$ cat config.mk
export PLATFORM = sky130hd
export DESIGN_NAME = ex_stage
export DESIGN_NICKNAME = d
export VERILOG_FILES = /design/src/rtl/ex_pkg.sv /design/src/rtl/ex_stage_muldiv_iter.sv /design/src/rtl/ex_stage.sv
export SDC_FILE = /design/constraint.sdc
export NUM_CORES = 2
export LEC_CHECK = 0
export ABC_AREA = 1
export CAP_MARGIN = 10
export CORE_UTILIZATION = 63
export CTS_CLUSTER_SIZE = 12
export DETAILED_ROUTE_END_ITERATION = 8
export PLACE_DENSITY = 0.84
export SYNTH_ARGS = -nofsm -noshare
export SYNTH_HDL_FRONTEND = slang
export SYNTH_SLANG_ARGS = --single-unit
export TNS_END_PERCENT = 50
$ cat constraint.sdc
create_clock -name clk -period 4.2 [get_ports clk]
set_input_delay 0.84 -clock clk [delete_from_list [all_inputs] [get_ports clk]]
set_output_delay 0.84 -clock clk [all_outputs]
set_load 0.01 [all_outputs]
$ cat src/rtl/ex_pkg.sv
// Shared types for the execute stage: ALU opcodes, FSM states, EX/MEM bundle.
// FAST_MUL_EN selects single-cycle multiplies in ex_stage.
package ex_pkg;

  localparam int XLEN = 32;
  localparam int MULDIV_CYCLES = 32;

  localparam logic [XLEN-1:0] DIV0_QUOT = '1;
  localparam logic [XLEN-1:0] INT_MIN =
    {1'b1, {(XLEN-1){1'b0}}};

  typedef enum logic [4:0] {
    ADD    = 5'd0,
    SUB    = 5'd1,
    AND    = 5'd2,
    OR     = 5'd3,
    XOR    = 5'd4,
    SLL    = 5'd5,
    SRL    = 5'd6,
    SRA    = 5'd7,
    SLT    = 5'd8,
    SLTU   = 5'd9,
    LUI    = 5'd10,
    MUL    = 5'd16,
    MULH   = 5'd17,
    MULHSU = 5'd18,
    MULHU  = 5'd19,
    DIV    = 5'd20,
    DIVU   = 5'd21,
    REM    = 5'd22,
    REMU   = 5'd23
  } alu_op_e;

  typedef enum logic [1:0] {
    IDLE,
    BUSY,
    DONE
  } state_e;

  typedef struct packed {
    logic            valid;
    logic [XLEN-1:0] result;
    logic [XLEN-1:0] store_data;
    logic [4:0]      rd;
    logic            mem_read;
    logic            mem_write;
    logic            mem_to_reg;
    logic            reg_write;
  } ex_mem_t;

  function automatic logic is_div_op(alu_op_e op);
    return op inside {DIV, DIVU, REM, REMU};
  endfunction

  function automatic logic is_mul_op(alu_op_e op);
    return op inside {MUL, MULH, MULHSU, MULHU};
  endfunction

endpackage

$ cat src/rtl/ex_stage_muldiv_iter.sv
// Iterative RV32M engine: shift-add multiply, restoring divide,
// magnitudes internally with sign fix-up on the result.
module muldiv_iter
  import ex_pkg::*;
#(
  parameter int MULDIV_CYCLES = ex_pkg::MULDIV_CYCLES
) (
  input  logic            clk,
  input  logic            rst,
  input  logic            start,
  input  logic            kill,
  input  alu_op_e         op,
  input  logic [XLEN-1:0] a,
  input  logic [XLEN-1:0] b,
  output logic            done,
  output logic [XLEN-1:0] result
);

  localparam int CW = $clog2(MULDIV_CYCLES);

  alu_op_e         op_q;
  logic            run;
  logic [CW-1:0]   cnt;
  logic [XLEN-1:0] acc;
  logic [XLEN-1:0] lo;
  logic [XLEN-1:0] dvs;
  logic            div_q;
  logic            neg_p;
  logic            neg_r;
  logic            div0;
  logic            ovf;

  logic            sgn_a;
  logic            sgn_b;
  logic            na;
  logic            nb;
  logic            div_in;
  logic [XLEN-1:0] mag_a;
  logic [XLEN-1:0] mag_b;

  logic [XLEN:0]   sum;
  logic [XLEN:0]   shl;
  logic            ge;
  logic [XLEN-1:0] diff;

  logic [2*XLEN-1:0] prod;
  logic [XLEN-1:0]   quot;
  logic [XLEN-1:0]   rem;

  assign sgn_a  = op inside {MULH, MULHSU, DIV, REM};
  assign sgn_b  = op inside {MULH, DIV, REM};
  assign na     = sgn_a && a[XLEN-1];
  assign nb     = sgn_b && b[XLEN-1];
  assign mag_a  = na ? (XLEN'(0) - a) : a;
  assign mag_b  = nb ? (XLEN'(0) - b) : b;
  assign div_in = is_div_op(op);

  assign done = run && (cnt == CW'(MULDIV_CYCLES - 1));

  always_comb begin
    sum  = {1'b0, acc} + (lo[0] ? {1'b0, dvs} : '0);
    shl  = {acc, lo[XLEN-1]};
    ge   = shl >= {1'b0, dvs};
    diff = shl[XLEN-1:0] - dvs;
  end

  always_ff @(posedge clk) begin
    if (!rst) begin
      op_q  <= ADD;
      run   <= 1'b0;
      cnt   <= '0;
      acc   <= '0;
      lo    <= '0;
      dvs   <= '0;
      div_q <= 1'b0;
      neg_p <= 1'b0;
      neg_r <= 1'b0;
      div0  <= 1'b0;
      ovf   <= 1'b0;
    end else if (kill) begin
      run <= 1'b0;
      cnt <= '0;
    end else if (start) begin
      op_q  <= op;
      run   <= 1'b1;
      cnt   <= '0;
      acc   <= '0;
      lo    <= div_in ? mag_a : mag_b;
      dvs   <= div_in ? mag_b : mag_a;
      div_q <= div_in;
      neg_p <= na ^ nb;
      neg_r <= na;
      div0  <= (b == '0);
      ovf   <= (op == DIV) && (a == INT_MIN)
               && (b == '1);
    end else if (run) begin
      if (div_q) begin
        acc <= ge ? diff : shl[XLEN-1:0];
        lo  <= {lo[XLEN-2:0], ge};
      end else begin
        {acc, lo} <= {sum, lo[XLEN-1:1]};
      end
      cnt <= cnt + 1'b1;
      if (done) run <= 1'b0;
    end
  end

  // Quotient of a divide by zero ignores the sign fix-up.
  always_comb begin
    prod = neg_p ? ('0 - {acc, lo}) : {acc, lo};
    quot = neg_p ? (XLEN'(0) - lo) : lo;
    rem  = neg_r ? (XLEN'(0) - acc) : acc;
    result = '0;
    unique case (op_q)
      MUL:    result = prod[XLEN-1:0];
      MULH,
      MULHSU,
      MULHU:  result = prod[2*XLEN-1:XLEN];
      DIV,
      DIVU:   result = div0 ? DIV0_QUOT
                     : ovf ? INT_MIN : quot;
      REM,
      REMU:   result = rem;
      default: result = '0;
    endcase
  end

endmodule

$ cat src/rtl/ex_stage.sv
// Execute stage: ALU, RV32M sequencing FSM and the EX/MEM register.
// FAST_MUL_EN: single-cycle multiplies; divides stay iterative.
module ex_stage
  import ex_pkg::*;
#(
  parameter int MULDIV_CYCLES = ex_pkg::MULDIV_CYCLES
) (
  input  logic            clk,
  input  logic            rst,
  input  logic            in_valid,
  output logic            in_ready,
  input  alu_op_e         alu_op,
  input  logic [XLEN-1:0] op_a,
  input  logic [XLEN-1:0] op_b,
  input  logic [XLEN-1:0] store_data,
  input  logic [4:0]      rd,
  input  logic            mem_read,
  input  logic            mem_write,
  input  logic            mem_to_reg,
  input  logic            reg_write,
  input  logic            stall_in,
  input  logic            flush,
  output logic            out_valid,
  output logic [XLEN-1:0] alu_result,
  output logic [XLEN-1:0] store_data_out,
  output logic [4:0]      rd_out,
  output logic            mem_read_out,
  output logic            mem_write_out,
  output logic            mem_to_reg_out,
  output logic            reg_write_out,
  output logic            busy
);

  state_e          state;
  state_e          state_n;
  ex_mem_t         q;
  ex_mem_t         ctl;
  ex_mem_t         ctl_in;
  logic            accept;
  logic            is_iter;
  logic            md_done;
  logic [XLEN-1:0] md_result;
  logic [XLEN-1:0] alu_res;

`ifdef FAST_MUL_EN
  logic signed [XLEN:0]     fa;
  logic signed [XLEN:0]     fb;
  logic signed [2*XLEN-1:0] fp;

  assign fa = {(alu_op == MULHU) ? 1'b0 : op_a[XLEN-1], op_a};
  assign fb = {(alu_op inside {MULHU, MULHSU})
               ? 1'b0 : op_b[XLEN-1], op_b};
  assign fp = (2*XLEN)'(fa) * (2*XLEN)'(fb);
  assign is_iter = is_div_op(alu_op);
`else
  assign is_iter = is_div_op(alu_op)
                 | is_mul_op(alu_op);
`endif

  assign in_ready = (state == IDLE) && !stall_in;
  assign accept   = in_valid && in_ready && !flush;
  assign busy     = (state == BUSY);

  always_comb begin
    alu_res = '0;
    unique case (alu_op)
      ADD:  alu_res = op_a + op_b;
      SUB:  alu_res = op_a - op_b;
      AND:  alu_res = op_a & op_b;
      OR:   alu_res = op_a | op_b;
      XOR:  alu_res = op_a ^ op_b;
      SLL:  alu_res = op_a << op_b[4:0];
      SRL:  alu_res = op_a >> op_b[4:0];
      SRA:  alu_res = $signed(op_a) >>> op_b[4:0];
      SLT:  alu_res = {{(XLEN-1){1'b0}},
                       $signed(op_a) < $signed(op_b)};
      SLTU: alu_res = {{(XLEN-1){1'b0}},
                       op_a < op_b};
      LUI:  alu_res = op_b;
`ifdef FAST_MUL_EN
      MUL:  alu_res = fp[XLEN-1:0];
      MULH,
      MULHSU,
      MULHU: alu_res = fp[2*XLEN-1:XLEN];
`endif
      default: alu_res = '0;
    endcase
  end

  always_comb begin
    ctl_in            = '0;
    ctl_in.valid      = 1'b1;
    ctl_in.result     = alu_res;
    ctl_in.store_data = store_data;
    ctl_in.rd         = rd;
    ctl_in.mem_read   = mem_read;
    ctl_in.mem_write  = mem_write;
    ctl_in.mem_to_reg = mem_to_reg;
    ctl_in.reg_write  = reg_write;
  end

  muldiv_iter #(
    .MULDIV_CYCLES(MULDIV_CYCLES)
  ) u_muldiv (
    .clk    (clk),
    .rst    (rst),
    .start  (accept && is_iter),
    .kill   (flush),
    .op     (alu_op),
    .a      (op_a),
    .b      (op_b),
    .done   (md_done),
    .result (md_result)
  );

  always_ff @(posedge clk) begin
    if (!rst) state <= IDLE;
    else      state <= state_n;
  end

  always_comb begin
    state_n = state;
    unique case (state)
      IDLE: if (accept && is_iter) state_n = BUSY;
      BUSY: if (md_done) state_n = DONE;
      DONE: if (!stall_in) state_n = IDLE;
      default: state_n = IDLE;
    endcase
    if (flush) state_n = IDLE;
  end

  // Data fields hold on bubbles; only valid drops.
  always_ff @(posedge clk) begin
    if (!rst) begin
      q   <= '0;
      ctl <= '0;
    end else begin
      if (accept) ctl <= ctl_in;
      if (flush) begin
        q.valid     <= 1'b0;
        q.mem_write <= 1'b0;
        q.reg_write <= 1'b0;
      end else if (!stall_in) begin
        if (state == DONE) begin
          q        <= ctl;
          q.result <= md_result;
          q.valid  <= 1'b1;
        end else if (accept && !is_iter) begin
          q <= ctl_in;
        end else begin
          q.valid <= 1'b0;
        end
      end
    end
  end

  assign out_valid      = q.valid;
  assign alu_result     = q.result;
  assign store_data_out = q.store_data;
  assign rd_out         = q.rd;
  assign mem_read_out   = q.mem_read;
  assign mem_write_out  = q.mem_write;
  assign mem_to_reg_out = q.mem_to_reg;
  assign reg_write_out  = q.reg_write;

endmodule

==> results of run 1 <==
[per-layer routing]
layer	overflow	GRT usage
met5	0	0.179
met4	9	0.655
met3	0	0.473
met2	11	0.865
met1	0	0.698
[through the flow]
stage	hold slack, ns	setup WS (ns)	util	cell area, µm²
2_1_floorplan	0.445	1.10	-	31000
4_1_cts	0.481	0.696	0.727	35000
3_5_place_dp	0.468	0.0904	0.709	34100
3_3_place_gp	0.447	0.103	0.709	34100
[kinds of logic after synthesis]
kind of cell	Yosys count
simple gates	3605
fa+ha+maj	172
flops	229
buf+inv	974
compound gates	839
xor+xnor	86
==> impl_metrics.json, run 1 <==
{
  "status": "aborted with a tool error",
  "haltStage": "global routing (5_1_grt)",
  "error_line": "[ERROR GRT-0116] Global routing finished with congestion. Check the congestion regions in the DRC Viewer.",
  "synth_top_area_frac": 0.234,
  "grt_pass1_vias": 42100,
  "synth_top_family_by_area": "simple AND/OR/NAND/NOR gates",
  "grt.total_usage": 0.676,
  "synth_commonest_cells": "nand2_1 (1,938), nand3_1 (782), inv_1 (707)",
  "ys_seq_elements": 229,
  "synthMuxAreaShare": 0,
  "dieWidth_um": 224,
  "cts_root_buf": "clkbuf_16",
  "cts_max_path_buffers": 3,
  "cts_buffers": 27,
  "ys_warn_count": 0,
  "syn_area_per_cell_um2": 5.25,
  "placed_cells": 6673,
  "syn_inst": 5905,
  "syn-num-nets": 6192,
  "start_util": 0.644,
  "cts_hold_buffers": 0,
  "synth_compound_area_frac": 0.148,
  "synth_edf_count": 0,
  "rows": 80,
  "synth_cell_types": 50,
  "async_flop_share": 0,
  "synth-xor-area-share": 0.0243,
  "htreeDepth": 1,
  "syn_area_um2": 31000,
  "die_h_um": 224,
  "overflow": 20,
  "ys_seq_area_frac": 0.148,
  "grt_pass1_wl_um": 256000,
  "ys.flop_type": "dfxtp_1",
  "synth_adder_area_share": 0.0703,
  "yosysMostFrequentCell": "nand2_1",
  "cts.sinks": 229,
  "port-buffer-count": 190,
  "dp_hpwl_um": 123000,
  "ys_top_cells_by_area": "nand2_1 (23%), dfxtp_1 (15%), nand3_1 (13%), inv_1 (8.6%), nor2_1 (7.7%)",
  "ios": 191,
  "gp_congestion": 1.35,
  "synth-simple-area-share": 0.488,
  "grt_max_degree": 102,
  "yosysTopAreaCell": "nand2_1",
  "cts-resized-gates": 0,
  "post-cts-setup-buffers": 0
}
==> inputs of run 2 (changes only) <==
--- a/config.mk
+++ b/config.mk
@@ -7,10 +7,9 @@
 export LEC_CHECK = 0
 export ABC_AREA = 1
 export CAP_MARGIN = 10
-export CORE_UTILIZATION = 63
-export CTS_CLUSTER_SIZE = 12
+export CORE_UTILIZATION = 40
 export DETAILED_ROUTE_END_ITERATION = 8
-export PLACE_DENSITY = 0.84
+export PLACE_DENSITY_LB_ADDON = 0.15
 export SYNTH_ARGS = -nofsm -noshare
 export SYNTH_HDL_FRONTEND = slang
 export SYNTH_SLANG_ARGS = --single-unit
==> run 2 against run 1 <==
  * The run now ends clean
  * Synthesized area unchanged
  * Synthesized cell count unchanged
==> impl_metrics.json, run 2 <==
{
  "status": "finished clean",
  "gr-usage-met1": 0.556,
  "ys.flop_type": "dfxtp_1",
  "use_met2": 0.706,
  "setup_viol": 0,
  "cts_tree": "yes",
  "port-buffer-count": 190,
  "grt.total_usage": 0.457,
  "ios": 191,
  "synth_commonest_cells": "nand2_1 (1,938), nand3_1 (782), inv_1 (707)",
  "htreeDepth": 1,
  "fin_nets": 6412,
  "mostFrequentLayoutCells": "nand2_1 (1,936), nand3_1 (782), inv_1 (705)",
  "pwr-share-seq": 0.293,
  "swShare": 0.408,
  "peakVddDrop_uv": 251,
  "fmax_mhz": 256,
  "rows": 101,
  "insertion_delay_ns": 0.60,
  "finalCriticalPeriod_ns": 3.90,
  "synth_edf_count": 0,
  "dieWidth_um": 281,
  "die_h_um": 281,
  "overflow": 0,
  "slew_violations": 0,
  "grt_pass1_wl_um": 262000,
  "placed_cells": 7125,
  "cts_root_buf": "clkbuf_16",
  "crit_type": "in2reg",
  "yosysTopAreaCell": "nand2_1",
  "cts_hold_buffers": 0,
  "rsz0062_at_grt": "no",
  "min_path_type": "reg2reg",
  "async_flop_share": 0,
  "drt-total-wl_um": 185000,
  "fin_skew_ns": 0.0202,
  "hold_viol_final": 0,
  "first_iter_violations": 5428,
  "drt_first_pass_iters": 7,
  "power_w": 0.00771,
  "ant_nets": 0,
  "dr_total_vias": 42400,
  "grt_max_degree": 116,
  "r2r_slack_ns": 0.56,
  "cts_buffers": 28,
  "syn_inst": 5905,
  "reg2regPathDepth": 14,
  "gp_congestion": 1.13,
  "ys_warn_count": 0,
  "cts.sinks": 229,
  "p_int_w": 0.00456,
  "path_max_fanout": 10,
  "tightest_slew_ns": 1.01,
  "dp_hpwl_um": 150000,
  "layout_commonest_cell": "nand2_1",
  "post-cts-setup-buffers": 0,
  "power_density_nw_per_um2": 213,
  "fin_crit_sh": 0.929,
  "core_area_um2": 76300,
  "syn_area_per_cell_um2": 5.25,
  "worstHoldPathCells": 2,
  "power.static_leakage_nw": 18.7,
  "maxCapViolCount": 0,
  "synth_top_area_frac": 0.234,
  "p_comb_frac": 0.373,
  "grt_pass1_vias": 38400,
  "clk_pin_slew_ns": 0.06,
  "largest_register_ffs": 41,
  "yosysMostFrequentCell": "nand2_1",
  "syn_area_um2": 31000,
  "cts_max_path_buffers": 3,
  "grt_util_met3": 0.0843,
  "cp-start-kind": "primary input",
  "instances_no_fill": 7177,
  "antenna_found_initial": 3,
  "largest_register": "ctl",
  "cp.required_ns": 4.68,
  "cp.arrival_ns": 4.39,
  "drt-vias-per-instance": 5.91,
  "end_kind": "flop",
  "ys_top_cells_by_area": "nand2_1 (23%), dfxtp_1 (15%), nand3_1 (13%), inv_1 (8.6%), nor2_1 (7.7%)",
  "cts-resized-gates": 0,
  "synth_cell_types": 50,
  "ys_seq_area_frac": 0.148,
  "ys_seq_elements": 229,
  "drc": 0,
  "clkPwrFrac": 0.334,
  "die_area_um2": 78700,
  "grt.busiest_layer": "met2",
  "drive_gt1_frac": 0.0576,
  "max_slew_margin": 0.328,
  "p_sw_w": 0.00315,
  "wl_per_cell_um": 25.8,
  "syn2layout_area_growth_pct": 16.7,
  "syn-num-nets": 6192,
  "start_util": 0.406
}
## run 2: cell counts after synthesis
Identical to the previous run, type by type.
## run 2: power groups by stage
stage | Combinational [W] | Clock [W] | Sequential, W
floorplan | 0.00154 | 0 | 0.00229
global placement | 0.00272 | 0 | 0.00230
detailed placement | 0.00272 | 0 | 0.00230
CTS | 0.00273 | 0.00259 | 0.00225
global route | 0.00304 | 0.00267 | 0.00226
finish | 0.00288 | 0.00257 | 0.00226
## run 2: critical path: stages
cell and delay (ns):
clkdlybuf4s50_1 0.49, inv_1 0.19, ha_1 0.56, inv_1 0.12
a21oi_1 0.14, nand3_1 0.31, o21ai_0 0.25, a21oi_1 0.07
nor2_1 0.16, buf_4 0.15, nand2_1 0.07, o21ai_0 0.64
buf_4 0.22, nand3_1 0.06, nand2_1 0.08, inv_1 0.04
## run 2: cell type report
type / count / area (µm²)
Inverter: 727 / 2730
Clock inverter: 13 / 185
Fill cell: 8742 / 40100
Antenna cell: 1 / 2.50
Multi-Input combinational cell: 4702 / 22700
Clock buffer: 38 / 778
Sequential cell: 229 / 4590
Tap cell: 1030 / 1290
Timing Repair Buffer: 437 / 3940
## run 2: cell families (layout without fill, tap and decap cells)
kind of cell,after synthesis,after routing,synth area share
AOI/OAI and AO/OA,839,839,0.148
other,0,1,0
DFF,229,229,0.148
adders and majority gates,172,172,0.0703
xor gates and xnor gates,86,86,0.0243
and+or+nand+nor,3605,3605,0.488
buffers and inverters,974,1215,0.122
## run 2: through the flow
stage	area [µm²]	setup slack [ns]	utilization	setup TNS (ns)	hold WS, ns
floorplan	31000	1.10	-	0	0.445
global placement	35200	-0.0350	0.462	-0.0350	0.452
detailed placement	35200	-0.0392	0.462	-0.0392	0.459
CTS	36200	0.560	0.474	0	0.466
global route	36200	0.277	0.474	0	0.496
finish	36200	0.296	0.474	0	0.465
## run 2: per-layer routing
layer | up-vias | wire length (µm)
met5 | - | 24
met4 | 4 | 17700
met3 | 635 | 19000
met2 | 2711 | 79300
met1 | 19500 | 69300
li1 | 19600 | -
## run 2: worst paths after layout
kind	start	endpoint
min	u_muldiv.cnt[4]	u_muldiv.cnt[4]
min reg2reg	u_muldiv.cnt[4]	u_muldiv.cnt[4]
max reg2reg	u_muldiv.acc[21]	u_muldiv.acc[31]
max	op_a[4]	alu_result[5]
No activity file was read; power rests on OpenSTA's default activity.
